[config.mk]
export PLATFORM = sky130hd
export DESIGN_NAME = hazard_unit
export DESIGN_NICKNAME = d
export VERILOG_FILES = /design/src/rtl/hazard_unit_pkg.sv /design/src/rtl/hazard_unit_mult_seq.sv /design/src/rtl/hazard_unit.sv
export SDC_FILE = /design/constraint.sdc
export NUM_CORES = 1
export LEC_CHECK = 0
export CAP_MARGIN = 20
export CORE_AREA = 2 2 39 41
export DETAILED_ROUTE_END_ITERATION = 6
export DIE_AREA = 0 0 41 43
export DONT_BUFFER_PORTS = 1
export HOLD_SLACK_MARGIN = 0.03
export PLACE_DENSITY = 0.55
export SLEW_MARGIN = 0
export SYNTH_ARGS = -nofsm -noshare
export SYNTH_HDL_FRONTEND = slang
export SYNTH_HIERARCHICAL = 1
export SYNTH_SLANG_ARGS = --single-unit
[constraint.sdc]
create_clock -name clk -period 3.6 [get_ports clk]
set_input_delay 0.18 -clock clk [delete_from_list [all_inputs] [get_ports clk]]
set_output_delay 0.18 -clock clk [all_outputs]
set_load 0.005 [all_outputs]
[src/rtl/hazard_unit_pkg.sv]
// Shared pipeline constants: multiplier sequencer states, opcode/funct7 and ALUOp encodings.
package hazard_unit_pkg;

  typedef enum logic [1:0] {
    ST_IDLE = 2'd0,
    ST_BUSY = 2'd1,
    ST_DONE = 2'd2
  } mult_state_e;

  localparam logic [6:0] FUNCT7_MULT = 7'b0000001;

  localparam logic [6:0] OPC_RTYPE  = 7'b0110011;
  localparam logic [6:0] OPC_ITYPE  = 7'b0010011;
  localparam logic [6:0] OPC_LOAD   = 7'b0000011;
  localparam logic [6:0] OPC_STORE  = 7'b0100011;
  localparam logic [6:0] OPC_BRANCH = 7'b1100011;
  localparam logic [6:0] OPC_JAL    = 7'b1101111;
  localparam logic [6:0] OPC_JALR   = 7'b1100111;

  localparam logic [1:0] ALUOP_ADD    = 2'b00;
  localparam logic [1:0] ALUOP_BRANCH = 2'b01;
  localparam logic [1:0] ALUOP_FUNCT  = 2'b10;
  localparam logic [1:0] ALUOP_IMM    = 2'b11;

endpackage

[src/rtl/hazard_unit_mult_seq.sv]
// Multiplier sequencer: holds a multiply in EX for MULT_LATENCY cycles, then pulses mult_done.
module mult_seq
  import hazard_unit_pkg::*;
#(
  parameter int MULT_LATENCY = 4
) (
  input  logic clk,
  input  logic arst_n,
  input  logic ex_mult,
  output logic mult_stall,
  output logic mult_done
);

  localparam int CNT_W = $clog2(MULT_LATENCY);
  // IDLE and DONE each take one EX cycle, so BUSY covers the remaining MULT_LATENCY-2.
  localparam logic [CNT_W-1:0] CNT_LOAD = CNT_W'(MULT_LATENCY - 3);

  mult_state_e      state_reg;
  logic [CNT_W-1:0] cnt_reg;

  always_ff @(posedge clk or negedge arst_n) begin
    if (!arst_n) begin
      state_reg <= ST_IDLE;
      cnt_reg   <= '0;
    end else begin
      case (state_reg)
        ST_IDLE: begin
          if (ex_mult) begin
            state_reg <= ST_BUSY;
            cnt_reg   <= CNT_LOAD;
          end
        end
        ST_BUSY: begin
          if (cnt_reg == '0) state_reg <= ST_DONE;
          else               cnt_reg   <= cnt_reg - CNT_W'(1);
        end
        ST_DONE: state_reg <= ST_IDLE;
        default: state_reg <= ST_IDLE;
      endcase
    end
  end

  assign mult_stall = ((state_reg == ST_IDLE) && ex_mult) || (state_reg == ST_BUSY);
  assign mult_done  = (state_reg == ST_DONE);

endmodule

[src/rtl/hazard_unit.sv]
// Pipeline hazard control: multiply stall > load-use stall > flush.
// Optional stall-cycle counter enabled by defining HAZARD_PERF_CNT_EN.
module hazard_unit
  import hazard_unit_pkg::*;
#(
  parameter int MULT_LATENCY = 4
) (
  input  logic        clk,
  input  logic        arst_n,
  input  logic [4:0]  id_rs1,
  input  logic [4:0]  id_rs2,
  input  logic        id_flush,
  input  logic        ex_mem_read,
  input  logic [4:0]  ex_rd,
  input  logic        ex_mult,
  output logic        pc_write,
  output logic        if_id_write,
  output logic        if_id_flush,
  output logic        id_ex_bubble,
  output logic        ex_stall,
  output logic        ex_mem_bubble,
`ifdef HAZARD_PERF_CNT_EN
  output logic [31:0] stall_cycles,
`endif
  output logic        mult_done
);

  logic mult_stall;
  logic load_use;

  mult_seq #(
    .MULT_LATENCY(MULT_LATENCY)
  ) u_mult_seq (
    .clk       (clk),
    .arst_n    (arst_n),
    .ex_mult   (ex_mult),
    .mult_stall(mult_stall),
    .mult_done (mult_done)
  );

  assign load_use = ex_mem_read && (ex_rd != 5'd0) &&
                    ((ex_rd == id_rs1) || (ex_rd == id_rs2));

  always_comb begin
    pc_write      = 1'b1;
    if_id_write   = 1'b1;
    if_id_flush   = 1'b0;
    id_ex_bubble  = 1'b0;
    ex_stall      = 1'b0;
    ex_mem_bubble = 1'b0;
    if (mult_stall) begin
      pc_write      = 1'b0;
      if_id_write   = 1'b0;
      ex_stall      = 1'b1;
      ex_mem_bubble = 1'b1;
    end else if (load_use) begin
      // A flush dropped here is re-raised once the held branch re-issues.
      pc_write     = 1'b0;
      if_id_write  = 1'b0;
      id_ex_bubble = 1'b1;
    end else begin
      if_id_flush = id_flush;
    end
  end

`ifdef HAZARD_PERF_CNT_EN
  logic [31:0] stall_cnt_reg;

  always_ff @(posedge clk or negedge arst_n) begin
    if (!arst_n)        stall_cnt_reg <= '0;
    else if (!pc_write) stall_cnt_reg <= stall_cnt_reg + 32'd1;
  end

  assign stall_cycles = stall_cnt_reg;
`endif

endmodule

# After elaboration in Yosys (flattened, before gate mapping)
# Cells that the tools add are included.
# Widths: inputs -> output; s select.
[word_totals]
reg_bits = 4
input_bits = 20
out_inout_bits = 7
wordCells = 33
[classes]
n_addsub = 1
eq_ne = 7
muxes = 12
n_reduce_logical = 11
[ops]
columns = ["cell", "count"]
rows = [
  ["$eq 5x5->1", 2],
  ["$pmux 2 s2", 2],
  ["$mux 1", 7],
  ["$mux 2", 3],
  ["$reduce_bool 5->1", 1],
  ["$logic_not 2->1", 2],
  ["$ne 2x2->1 const B", 2],
  ["$logic_and 1x1->1", 3],
  ["$reduce_and 3->1", 1],
  ["$eq 2x1->1 const B", 1],
  ["$eq 2x2->1 const B", 1],
  ["$logic_or 1x1->1", 2],
  ["$ne 2x1->1 const B", 1],
  ["$reduce_and 2->1", 1],
  ["$reduce_bool 2->1", 1],
  ["$sub 2x1->2 const B", 1],
]

# Longest topological paths before layout
# Gate-level depths: netlist (run 1).
[depth]
word_depth = 5
mapped_depth = 5
ltp_nobuf = 4

# By module
# Netlist (run 1), hierarchy kept.
[modules_own_cells]
columns = ["module", "n_inst", "cells_per_inst", "area_per_inst_um2"]
rows = [
  ["mult_seq", 1, 20, 220.2],
  ["hazard_unit", 1, 23, 166.4],
]

# Worst setup path after synthesis (run 1)
# No wires, ideal clock.
[synth_path]
path_type = "input port to output port"
startpoint = "in ex_rd[3]"
endpoint = "out pc_write"
t_arrival_ns = 1.204
required_ns = 3.420
path_slack_ns = 2.216
cell_stages = 4
n_path_buf = 1
cell_sequence = "or4_1 > o21a_1 > a21oi_1 > buf_4"
[synth_via]
elab_chain_len = 5
elab_cells_between_ends = 8
cone_classes = "eq/ne: 2; mux: 2; reduce/logical: 4"
[synth_rtl]
columns = ["item", "line_no", "rtl"]
rows = [
  ["start: declaration", "hazard_unit.sv:14", "input logic [4:0] ex_rd,"],
  ["$eq 5x5->1 / $reduce_bool 5->1 (equally long branches)", "hazard_unit.sv:42, hazard_unit.sv:41", ""],
  ["$logic_or 1x1->1 / $logic_and 1x1->1 (equally long branches)", "hazard_unit.sv:42, hazard_unit.sv:41", ""],
  ["$logic_and 1x1->1 (*)", "hazard_unit.sv:41", "assign load_use = ex_mem_read && (ex_rd != 5'd0) &&"],
  ["$mux 1 (*) (2 in series)", "n/a", ""],
  ["end: declaration", "hazard_unit.sv:16", "output logic pc_write,"],
]
# Mark *: on every way between the ends. The rest lies on a longest branch, timed or not.

# Final worst setup path (run 1)
[layout_path]
startpoint = "reg u_mult_seq.state_reg[0]"
endpoint = "out if_id_flush"
[layout_via]
elab_chain_len = 4
elab_cells_between_ends = 5
cone_classes = "eq/ne: 1; mux: 1; reduce/logical: 3"
[layout_rtl]
columns = ["item", "line_no", "rtl"]
rows = [
  ["start: declaration", "hazard_unit_mult_seq.sv:18", "mult_state_e state_reg;"],
  ["start signal: assignment", "hazard_unit_mult_seq.sv:23", "state_reg <= ST_IDLE;"],
  ["start signal: assignment", "hazard_unit_mult_seq.sv:29", "state_reg <= ST_BUSY;"],
  ["start signal: assignment", "hazard_unit_mult_seq.sv:34", "if (cnt_reg == '0) state_reg <= ST_DONE;"],
  ["$logic_not 2->1", "hazard_unit_mult_seq.sv:43", "assign mult_stall = ((state_reg == ST_IDLE) && ex_mult) || (state_reg == ST_BUSY);"],
  ["$logic_and 1x1->1", "hazard_unit_mult_seq.sv:43", ""],
  ["$logic_or 1x1->1 (*)", "hazard_unit_mult_seq.sv:43", ""],
  ["$mux 1 (*)", "hazard_unit.sv:51", "if (mult_stall) begin"],
  ["end: declaration", "hazard_unit.sv:18", "output logic if_id_flush,"],
]
# Marks and branches as above.

==> flow_summary.json, run 1 <==
{
  "dieArea_mm2": 0.001763,
  "portBuffers": 0,
  "wl_per_cell_um": 12.64,
  "yosys.cell_types.count": 22,
  "synth_xor_area_frac": 0.2265,
  "hold_path_depth": 2,
  "max_slew_margin": 0.8339,
  "power.density_mw_per_mm2": 626.5,
  "finalCriticalPeriod_ns": 1.477,
  "status": "complete, no violations",
  "drv_cap": 0,
  "tritoncts": "done",
  "synth_top_flop_cell": "dfrtp_1",
  "cp-endpoint": "if_id_flush",
  "fin_nets": 68,
  "grt_max_degree": 10,
  "clk_path_buf_depth": 2,
  "synth_cells": 43,
  "cts_buffers": 3,
  "finalSetupTns_ns": 0,
  "worstSetupStartpointType": "register",
  "antenna_left": 0,
  "synth-adder-area-share": 0.03236,
  "synthSimpleGateAreaFrac": 0.2654,
  "cts.sinks": 4,
  "rsz0062_at_grt": "no",
  "synth.area.top_cells": "dfrtp_1 (26%), xnor2_1 (23%), a21oi_1 (3.9%), nand3_1 (3.9%), buf_4 (3.9%)",
  "fin_crit_sh": 0.4102,
  "timing.fmax_ghz": 0.6772,
  "synth_nets": 64,
  "synthToLayoutAreaGrowth_pct": 9.709,
  "worstSetupStartpoint": "u_mult_seq/state_reg[0]",
  "start_util": 0.2794,
  "pin_count": 27,
  "worst_slack_ns": 2.123,
  "peakVddDrop_mv": 0.2655,
  "syn_area_um2": 386.6,
  "insertion_delay_ns": 0.24,
  "root_buffer": "clkbuf_4",
  "maxSlewViolCount": 0,
  "crit_required_ns": 3.42,
  "yosys-top-cells-count": "xnor2_1 (10), dfrtp_1 (4), a21oi_1 (3), nand2_1 (3), nand3_1 (3)",
  "r2r-end": "u_mult_seq/cnt_reg[1]",
  "end_kind": "output pin",
  "gp_congestion": 0.7469,
  "critPathKind": "reg2out",
  "drc": 0,
  "critPathMaxFanout": 9,
  "drive_gt1_frac": 0.1111,
  "synth_most_common_cell": "xnor2_1",
  "seq_area_frac_synth": 0.2589,
  "worstRegToRegCells": 4,
  "antenna_found_initial": 0,
  "synth_top_family_by_area": "simple AND/OR/NAND/NOR gates",
  "worst_hold_slack_ns": 0.1071,
  "power.leakage_nw": 0.1695,
  "rows": 14,
  "wl_um": 771,
  "synth_compound_area_frac": 0.1586,
  "yosys_register_bits": 4,
  "grt.total_usage": 0.08687,
  "r2r-start": "u_mult_seq/cnt_reg[0]",
  "first_global_vias": 266,
  "vias": 316,
  "fp.dieH_um": 43,
  "cp_data_arrival_time_ns": 1.30,
  "clk_pin_slew_ns": 0.04,
  "tightest_slew_ns": 0.2499,
  "synth_top_area_share": 0.2589,
  "yosys_warnings": 6,
  "drt_first_pass_iters": 4,
  "drt_iter0_markers": 7,
  "synthMuxAreaShare": 0,
  "hp-class": "in2reg",
  "pre_cts_slack_ns": 2.265,
  "viasPerCell": 5.180,
  "synth_edf_count": 0,
  "skew_ns": 0.005854,
  "post_cts_buffers": 0,
  "grt_overflow": 0,
  "grt_pass1_wl_um": 972,
  "cts_max_level": 1,
  "power_w": 0.0002657,
  "syn_area_per_cell_um2": 8.991,
  "reg2reg_slack_ns": 2.26,
  "synth_largest_area_cell": "dfrtp_1",
  "core_mm2": 0.001384,
  "synthArstFlopShare": 1.000,
  "setup_viol": 0,
  "die_x_um": 41,
  "antennaDiodeCount": 0,
  "final_hold_viol_count": 0
}
## stage by stage
stage                     area [µm²]  instances  utilization
final                          424.2         61       0.3065
after global routing           424.2         61       0.3065
after CTS                      424.2         61       0.3065
after detailed placement       391.6         57       0.2830
after global placement         391.6         57       0.2830
after floorplan                386.6         43            -
## metal layers
metal  global-route usage  vias to the layer above  part of all wire  wire (µm)
met5                    0                        -                 0          0
met1              0.08525                      141              0.38        294
met2               0.1406                       21              0.48        371
met4              0.04000                        0                 0          0
met3              0.04712                        0              0.14        105
li1                     -                      154                 -          -
## cell type report
cell class                      count  area (µm²)
Tap cell                           16       20.02
Clock buffer                        3       22.52
Multi-Input combinational cell     35       264.0
Timing Repair Buffer                1       10.01
Fill cell                         145       959.7
Inverter                            2       7.507
Sequential cell                     4       100.1
## worst max-delay path, stage by stage, from the launching register on
cell	delay (ns)
dfrtp_1	0.45
o21ba_2	0.31
nand2b_1	0.15
a21oi_1	0.14
## how the worst min path moves through the flow
stage	start	slack [ns]	endpoint
final	ex_mult	0.11	u_mult_seq/state_reg[0]
after CTS	ex_mult	0.10	u_mult_seq/state_reg[0]
after floorplan	arst_n	-0.12	u_mult_seq/cnt_reg[0]
after global placement	arst_n	-0.12	u_mult_seq/cnt_reg[0]
after global routing	ex_mult	0.11	u_mult_seq/state_reg[0]
after detailed placement	arst_n	-0.12	u_mult_seq/cnt_reg[0]
## cell families after synthesis
group	after synthesis
compound gates	8
xor+xnor	10
fa+ha+maj	1
buf+inv	4
flops	4
simple gates	16
## timing repair
item,CTS,global route
hold endpoints to repair,4,0
hold buffers,1,0
gates resized for setup,0,0
## placed cells by master, fill, tap and decap left out, types with 2 or more instances in the layout
master | netlist | final
nand2_1 | 3 | 3
dfrtp_1 | 4 | 4
nand2b_1 | 2 | 2
xnor2_1 | 10 | 10
a21oi_1 | 3 | 3
clkbuf_4 | 0 | 3
nand3_1 | 3 | 3
inv_1 | 2 | 2
## power breakdown
part / total, W / internal [W] / switching (W)
clock: 0.0000554 / 0.0000373 / 0.0000182
combinational: 0.000122 / 0.0000645 / 0.0000578
sequential: 0.0000879 / 0.0000650 / 0.0000229
Power figures use the tool's default switching activity.
==> run 2, diff against run 1 <==
==> constraint.sdc (replaced) <==
create_clock -name clk -period 1.5 [get_ports clk]
set_input_delay 0.075 -clock clk [delete_from_list [all_inputs] [get_ports clk]]
set_output_delay 0.075 -clock clk [all_outputs]
set_load 0.005 [all_outputs]
==> run 2 against run 1 <==
Against the previous run: clock power is 130% higher; clock skew fell by 0.0050 ns; non-clock buffer count is 1 higher; critical path depth did not move; via count down 4.1%; final cell count is 1.6% higher; sequential share of layout area is 0.54 points lower; critical endpoint unchanged; largest cell class unchanged; largest power group unchanged.
==> flow_summary.json, run 2 (synthesis results as in run 1) <==
{
  "grt.total_usage": 0.09485,
  "synthToLayoutAreaGrowth_pct": 12.30,
  "core_mm2": 0.001384,
  "slowest_stage": "dfrtp_1",
  "viasPerCell": 4.887,
  "critPathKind": "reg2out",
  "start_util": 0.2794,
  "power_w": 0.0006246,
  "rsz0062_at_grt": "no",
  "drt_first_pass_iters": 1,
  "antenna_left": 0,
  "power.density_mw_per_mm2": 1439,
  "skew_ns": 0.0008689,
  "final_cell_count_no_fill": 62,
  "drc": 0,
  "die_x_um": 41,
  "critPathMaxFanout": 9,
  "finalSetupTns_ns": 0,
  "tightest_slew_ns": 0.2474,
  "finalCriticalPeriod_ns": 1.365,
  "wl_per_cell_um": 11.18,
  "cts_max_level": 1,
  "status": "complete, no violations",
  "fp.dieH_um": 43,
  "crit_required_ns": 1.42,
  "antennaDiodeCount": 0,
  "clk_path_buf_depth": 2,
  "dieArea_mm2": 0.001763,
  "cp_data_arrival_time_ns": 1.29,
  "fin_crit_sh": 0.9097,
  "setup_viol": 0,
  "max_slew_margin": 0.8351,
  "rows": 14,
  "peakVddDrop_mv": 0.7067,
  "power.leakage_nw": 0.1737,
  "drive_gt1_frac": 0.1087,
  "worstSetupStartpointType": "register",
  "first_global_vias": 320,
  "gp_congestion": 0.6473,
  "hp-class": "in2async",
  "grt_max_degree": 10,
  "vias": 303,
  "fin_nets": 69,
  "final_cell_mix": "xnor2_1 (10), dfrtp_1 (4)",
  "pin_count": 27,
  "cts.sinks": 4,
  "maxSlewViolCount": 0,
  "cts_buffers": 3,
  "end_kind": "output pin",
  "clk_pin_slew_ns": 0.04,
  "portBuffers": 0,
  "insertion_delay_ns": 0.23,
  "post-route-util": 0.3137,
  "antenna_found_initial": 0,
  "grt_overflow": 0,
  "crit_path_max_incr_delay_ns": 0.45,
  "place_inst": 57,
  "wl_um": 693,
  "drv_cap": 0,
  "root_buffer": "clkbuf_4",
  "tritoncts": "done",
  "final_hold_viol_count": 0,
  "drt_iter0_markers": 0,
  "cp_cell_sequence": "o21ba_2 > nand2b_1 > a21oi_1",
  "grt_pass1_wl_mm": 1.104,
  "timing.fmax_ghz": 0.7328,
  "dp.final_hpwl_um": 592.8,
  "layout_commonest_cell": "xnor2_1"
}
==> run 2: cell types whose count changed in the layout (fill, tap and decap cells not counted) <==
cell           before  now
dlygate4sd3_1       1    2
==> run 2: area by class of cell <==
type,count,area (µm²)
clock buffers,3,22.52
multi-input cells,35,264.0
inverters,2,7.507
repair buffers,2,20.02
fillers,141,949.7
flip-flops and latches,4,100.1
well taps,16,20.02
==> run 2: critical path: cells and delay by family, from the launching register on <==
family,cells,cell delay (ns)
AND/OR/NAND/NOR,1,0.15
flip-flops,1,0.45
AO/OA/AOI/OAI,2,0.46
==> run 2: metrics by stage <==
| stage | area [µm²] | hold slack (ns) | worst slack [ns] |
|---|---|---|---|
| 2_1_floorplan | 386.6 | -0.2206 | 0.2169 |
| 3_3_place_gp | 391.6 | -0.2205 | 0.1937 |
| 3_5_place_dp | 391.6 | -0.2205 | 0.1533 |
| 4_1_cts | 434.2 | 0.1179 | 0.1204 |
| 5_1_grt | 434.2 | 0.1278 | 0.05132 |
| 6_report | 434.2 | 0.1204 | 0.1355 |
==> run 2: worst paths after layout <==
check / startpoint / endpoint / slack (ns) / cells past startpoint
setup / recovery: u_mult_seq/state_reg[0] / if_id_flush / 0.14 / 3
max in group asynchronous: arst_n / u_mult_seq/state_reg[1] / 1.21 / 1
hold / removal: arst_n / u_mult_seq/state_reg[0] / 0.12 / 1
hold reg to reg: u_mult_seq/state_reg[1] / u_mult_seq/state_reg[0] / 0.49 / 1
setup reg to reg: u_mult_seq/cnt_reg[0] / u_mult_seq/cnt_reg[1] / 0.15 / 4
min in group clk: ex_mult / u_mult_seq/cnt_reg[1] / 0.19 / 2
==> run 2: repair_timing <==
action,CTS,global route
endpoints found under the hold margin,5,0
buffers inserted,0,0
resized for setup,0,0
hold buffers,2,0
setup endpoints to repair,0,0
==> run 2: power by group <==
group	internal, W	switching (W)	total (W)	leakage (nW)
sequential	0.000156	0.0000538	0.000210	0.0492
combinational	0.000154	0.000131	0.000284	0.111
clock	0.0000893	0.0000410	0.000130	0.0138
==> run 2: layer usage <==
metal  routed length, µm  global-route usage  share of wire  up-vias
li1                    -                   -              -      154
met1                 249             0.08170           0.36      128
met2                 329              0.1594           0.47       21
met3                 114             0.06283           0.16        0
met4                   0             0.04000              0        0
met5                   0                   0              0        -
==> run 3, diff against run 2 <==
--- a/config.mk
+++ b/config.mk
@@ -11,7 +11,9 @@
 export DIE_AREA = 0 0 41 43
 export DONT_BUFFER_PORTS = 1
 export HOLD_SLACK_MARGIN = 0.03
+export MAX_ROUTING_LAYER = met4
 export PLACE_DENSITY = 0.55
+export SKIP_CTS_REPAIR_TIMING = 1
 export SLEW_MARGIN = 0
 export SYNTH_ARGS = -nofsm -noshare
 export SYNTH_HDL_FRONTEND = slang
==> run 3 against run 2 <==
Against the previous run: final cell count did not move; clock-buffer cell count stayed put; non-clock buffer count unchanged; die area unchanged; register-to-register slack is essentially flat; maximum frequency rose by 0.20%; worst hold slack better by 0.0027 ns; sequential power about the same; utilization is the same; via count is 0.66% lower; highest routed layer unchanged.
==> flow_summary.json, run 3 (synthesis results as in run 1) <==
{
  "status": "complete, no violations",
  "critPathKind": "reg2out",
  "clk_path_buf_depth": 2,
  "first_global_vias": 311,
  "vias": 301,
  "cp_cell_sequence": "o21ba_2 > nand2b_1 > a21oi_1",
  "fp.dieH_um": 43,
  "slowest_stage": "dfrtp_1",
  "grt_overflow": 0,
  "reg2reg_slack_ns": 0.15,
  "dp.final_hpwl_um": 592.8,
  "worstRegToRegCells": 4,
  "worstSetupStartpointType": "register",
  "final_cell_count_no_fill": 62,
  "insertion_delay_ns": 0.23,
  "final_cell_mix": "xnor2_1 (10), dfrtp_1 (4)",
  "drt_first_pass_iters": 1,
  "cts.sinks": 4,
  "setup_viol": 0,
  "grt.total_usage": 0.09514,
  "finalSetupTns_ns": 0,
  "cts_buffers": 3,
  "peakVddDrop_mv": 0.7024,
  "drv_cap": 0,
  "critPathMaxFanout": 9,
  "synthToLayoutAreaGrowth_pct": 12.30,
  "antennaDiodeCount": 0,
  "tightest_slew_ns": 0.2473,
  "layout_commonest_cell": "xnor2_1",
  "drive_gt1_frac": 0.1087,
  "cp_top_family": "compound AO/OA/AOI/OAI gates",
  "power.leakage_nw": 0.1737,
  "maxSlewViolCount": 0,
  "finalCriticalPeriod_ns": 1.362,
  "wl_per_cell_um": 11.35,
  "skew_ns": 0.001026,
  "r2r-end": "u_mult_seq/cnt_reg[1]",
  "rsz0062_at_grt": "no",
  "antenna_found_initial": 0,
  "gp_congestion": 0.6530,
  "timing.fmax_ghz": 0.7343,
  "tritoncts": "done",
  "drc": 0,
  "pin_count": 27,
  "fin_nets": 69,
  "cp_num_buf_inv": 0,
  "antenna_left": 0,
  "max_slew_margin": 0.8352,
  "rows": 14,
  "power.density_mw_per_mm2": 1435,
  "crit_required_ns": 1.42,
  "final_hold_viol_count": 0,
  "die_x_um": 41,
  "viasPerCell": 4.855,
  "cp_data_arrival_time_ns": 1.29,
  "crit_path_max_incr_delay_ns": 0.44,
  "root_buffer": "clkbuf_4",
  "r2r-start": "u_mult_seq/cnt_reg[0]",
  "dieArea_mm2": 0.001763,
  "grt_max_degree": 10,
  "portBuffers": 0,
  "start_util": 0.2794,
  "clk_pin_slew_ns": 0.04,
  "fin_crit_sh": 0.9079,
  "wl_um": 704,
  "cts_max_level": 1,
  "place_inst": 57,
  "grt_pass1_wl_mm": 1.069,
  "end_kind": "output pin",
  "drt_iter0_markers": 0,
  "core_mm2": 0.001384,
  "hp-class": "in2async"
}
run 3: cell counts in the layout (fill, tap and decap cells not counted):
No cell type changed its count.
run 3: layer usage:
layer	GRT usage	routed length, µm	part of all wire	vias up
met5	-	0	0	-
met4	0.04000	0	0	0
met3	0.06806	109	0.15	0
met2	0.1531	329	0.47	21
met1	0.07843	265	0.38	126
li1	-	-	-	154
run 3: cell type report:
| class | instances | area [µm²] |
|---|---|---|
| clock buffer | 3 | 22.52 |
| fill | 140 | 949.7 |
| inverter | 2 | 7.507 |
| multi-input combinational | 35 | 264.0 |
| sequential | 4 | 100.1 |
| tap | 16 | 20.02 |
| timing repair buffer | 2 | 20.02 |
run 3: power breakdown:
part	switching (W)	total [W]	internal, W
Clock	0.0000402	0.000129	0.0000892
Combinational	0.000130	0.000284	0.000154
Sequential	0.0000536	0.000210	0.000156
Total	0.000224	0.000623	0.000399
run 3: worst max path at each step:
| stage | cells after the start | start | to | slack [ns] |
|---|---|---|---|---|
| floorplan | 4 | u_mult_seq/cnt_reg[0] | u_mult_seq/cnt_reg[1] | 0.22 |
| global placement | 4 | u_mult_seq/cnt_reg[1] | u_mult_seq/cnt_reg[1] | 0.19 |
| detailed placement | 4 | u_mult_seq/cnt_reg[0] | u_mult_seq/cnt_reg[1] | 0.15 |
| CTS | 3 | u_mult_seq/state_reg[0] | if_id_flush | 0.12 |
| global route | 3 | u_mult_seq/state_reg[0] | if_id_flush | 0.05 |
| finish | 3 | u_mult_seq/state_reg[0] | if_id_flush | 0.14 |
run 3: per-stage QoR:
stage	setup slack, ns	instance area (µm²)	hold WS [ns]	total power [W]	util
3_3_place_gp	0.1937	391.6	-0.2205	0.0004897	0.2830
4_1_cts	0.1204	414.1	-0.4701	0.0006317	0.2993
6_report	0.1382	434.2	0.1231	0.0006230	0.3137
5_1_grt	0.05132	434.2	0.1290	0.0006970	0.3137
3_5_place_dp	0.1533	391.6	-0.2205	0.0004959	0.2830
2_1_floorplan	0.2169	386.6	-0.2206	0.0004828	-
run 3: worst register-to-register path, delay by kind of cell (launching register included):
family | cells | cell delay, ns
AND/OR/NAND/NOR | 1 | 0.53
adder cells (fa/ha/maj) | 1 | 0.25
AO/OA/AOI/OAI | 1 | 0.07
buffers and inverters | 1 | 0.06
flip-flops | 1 | 0.37
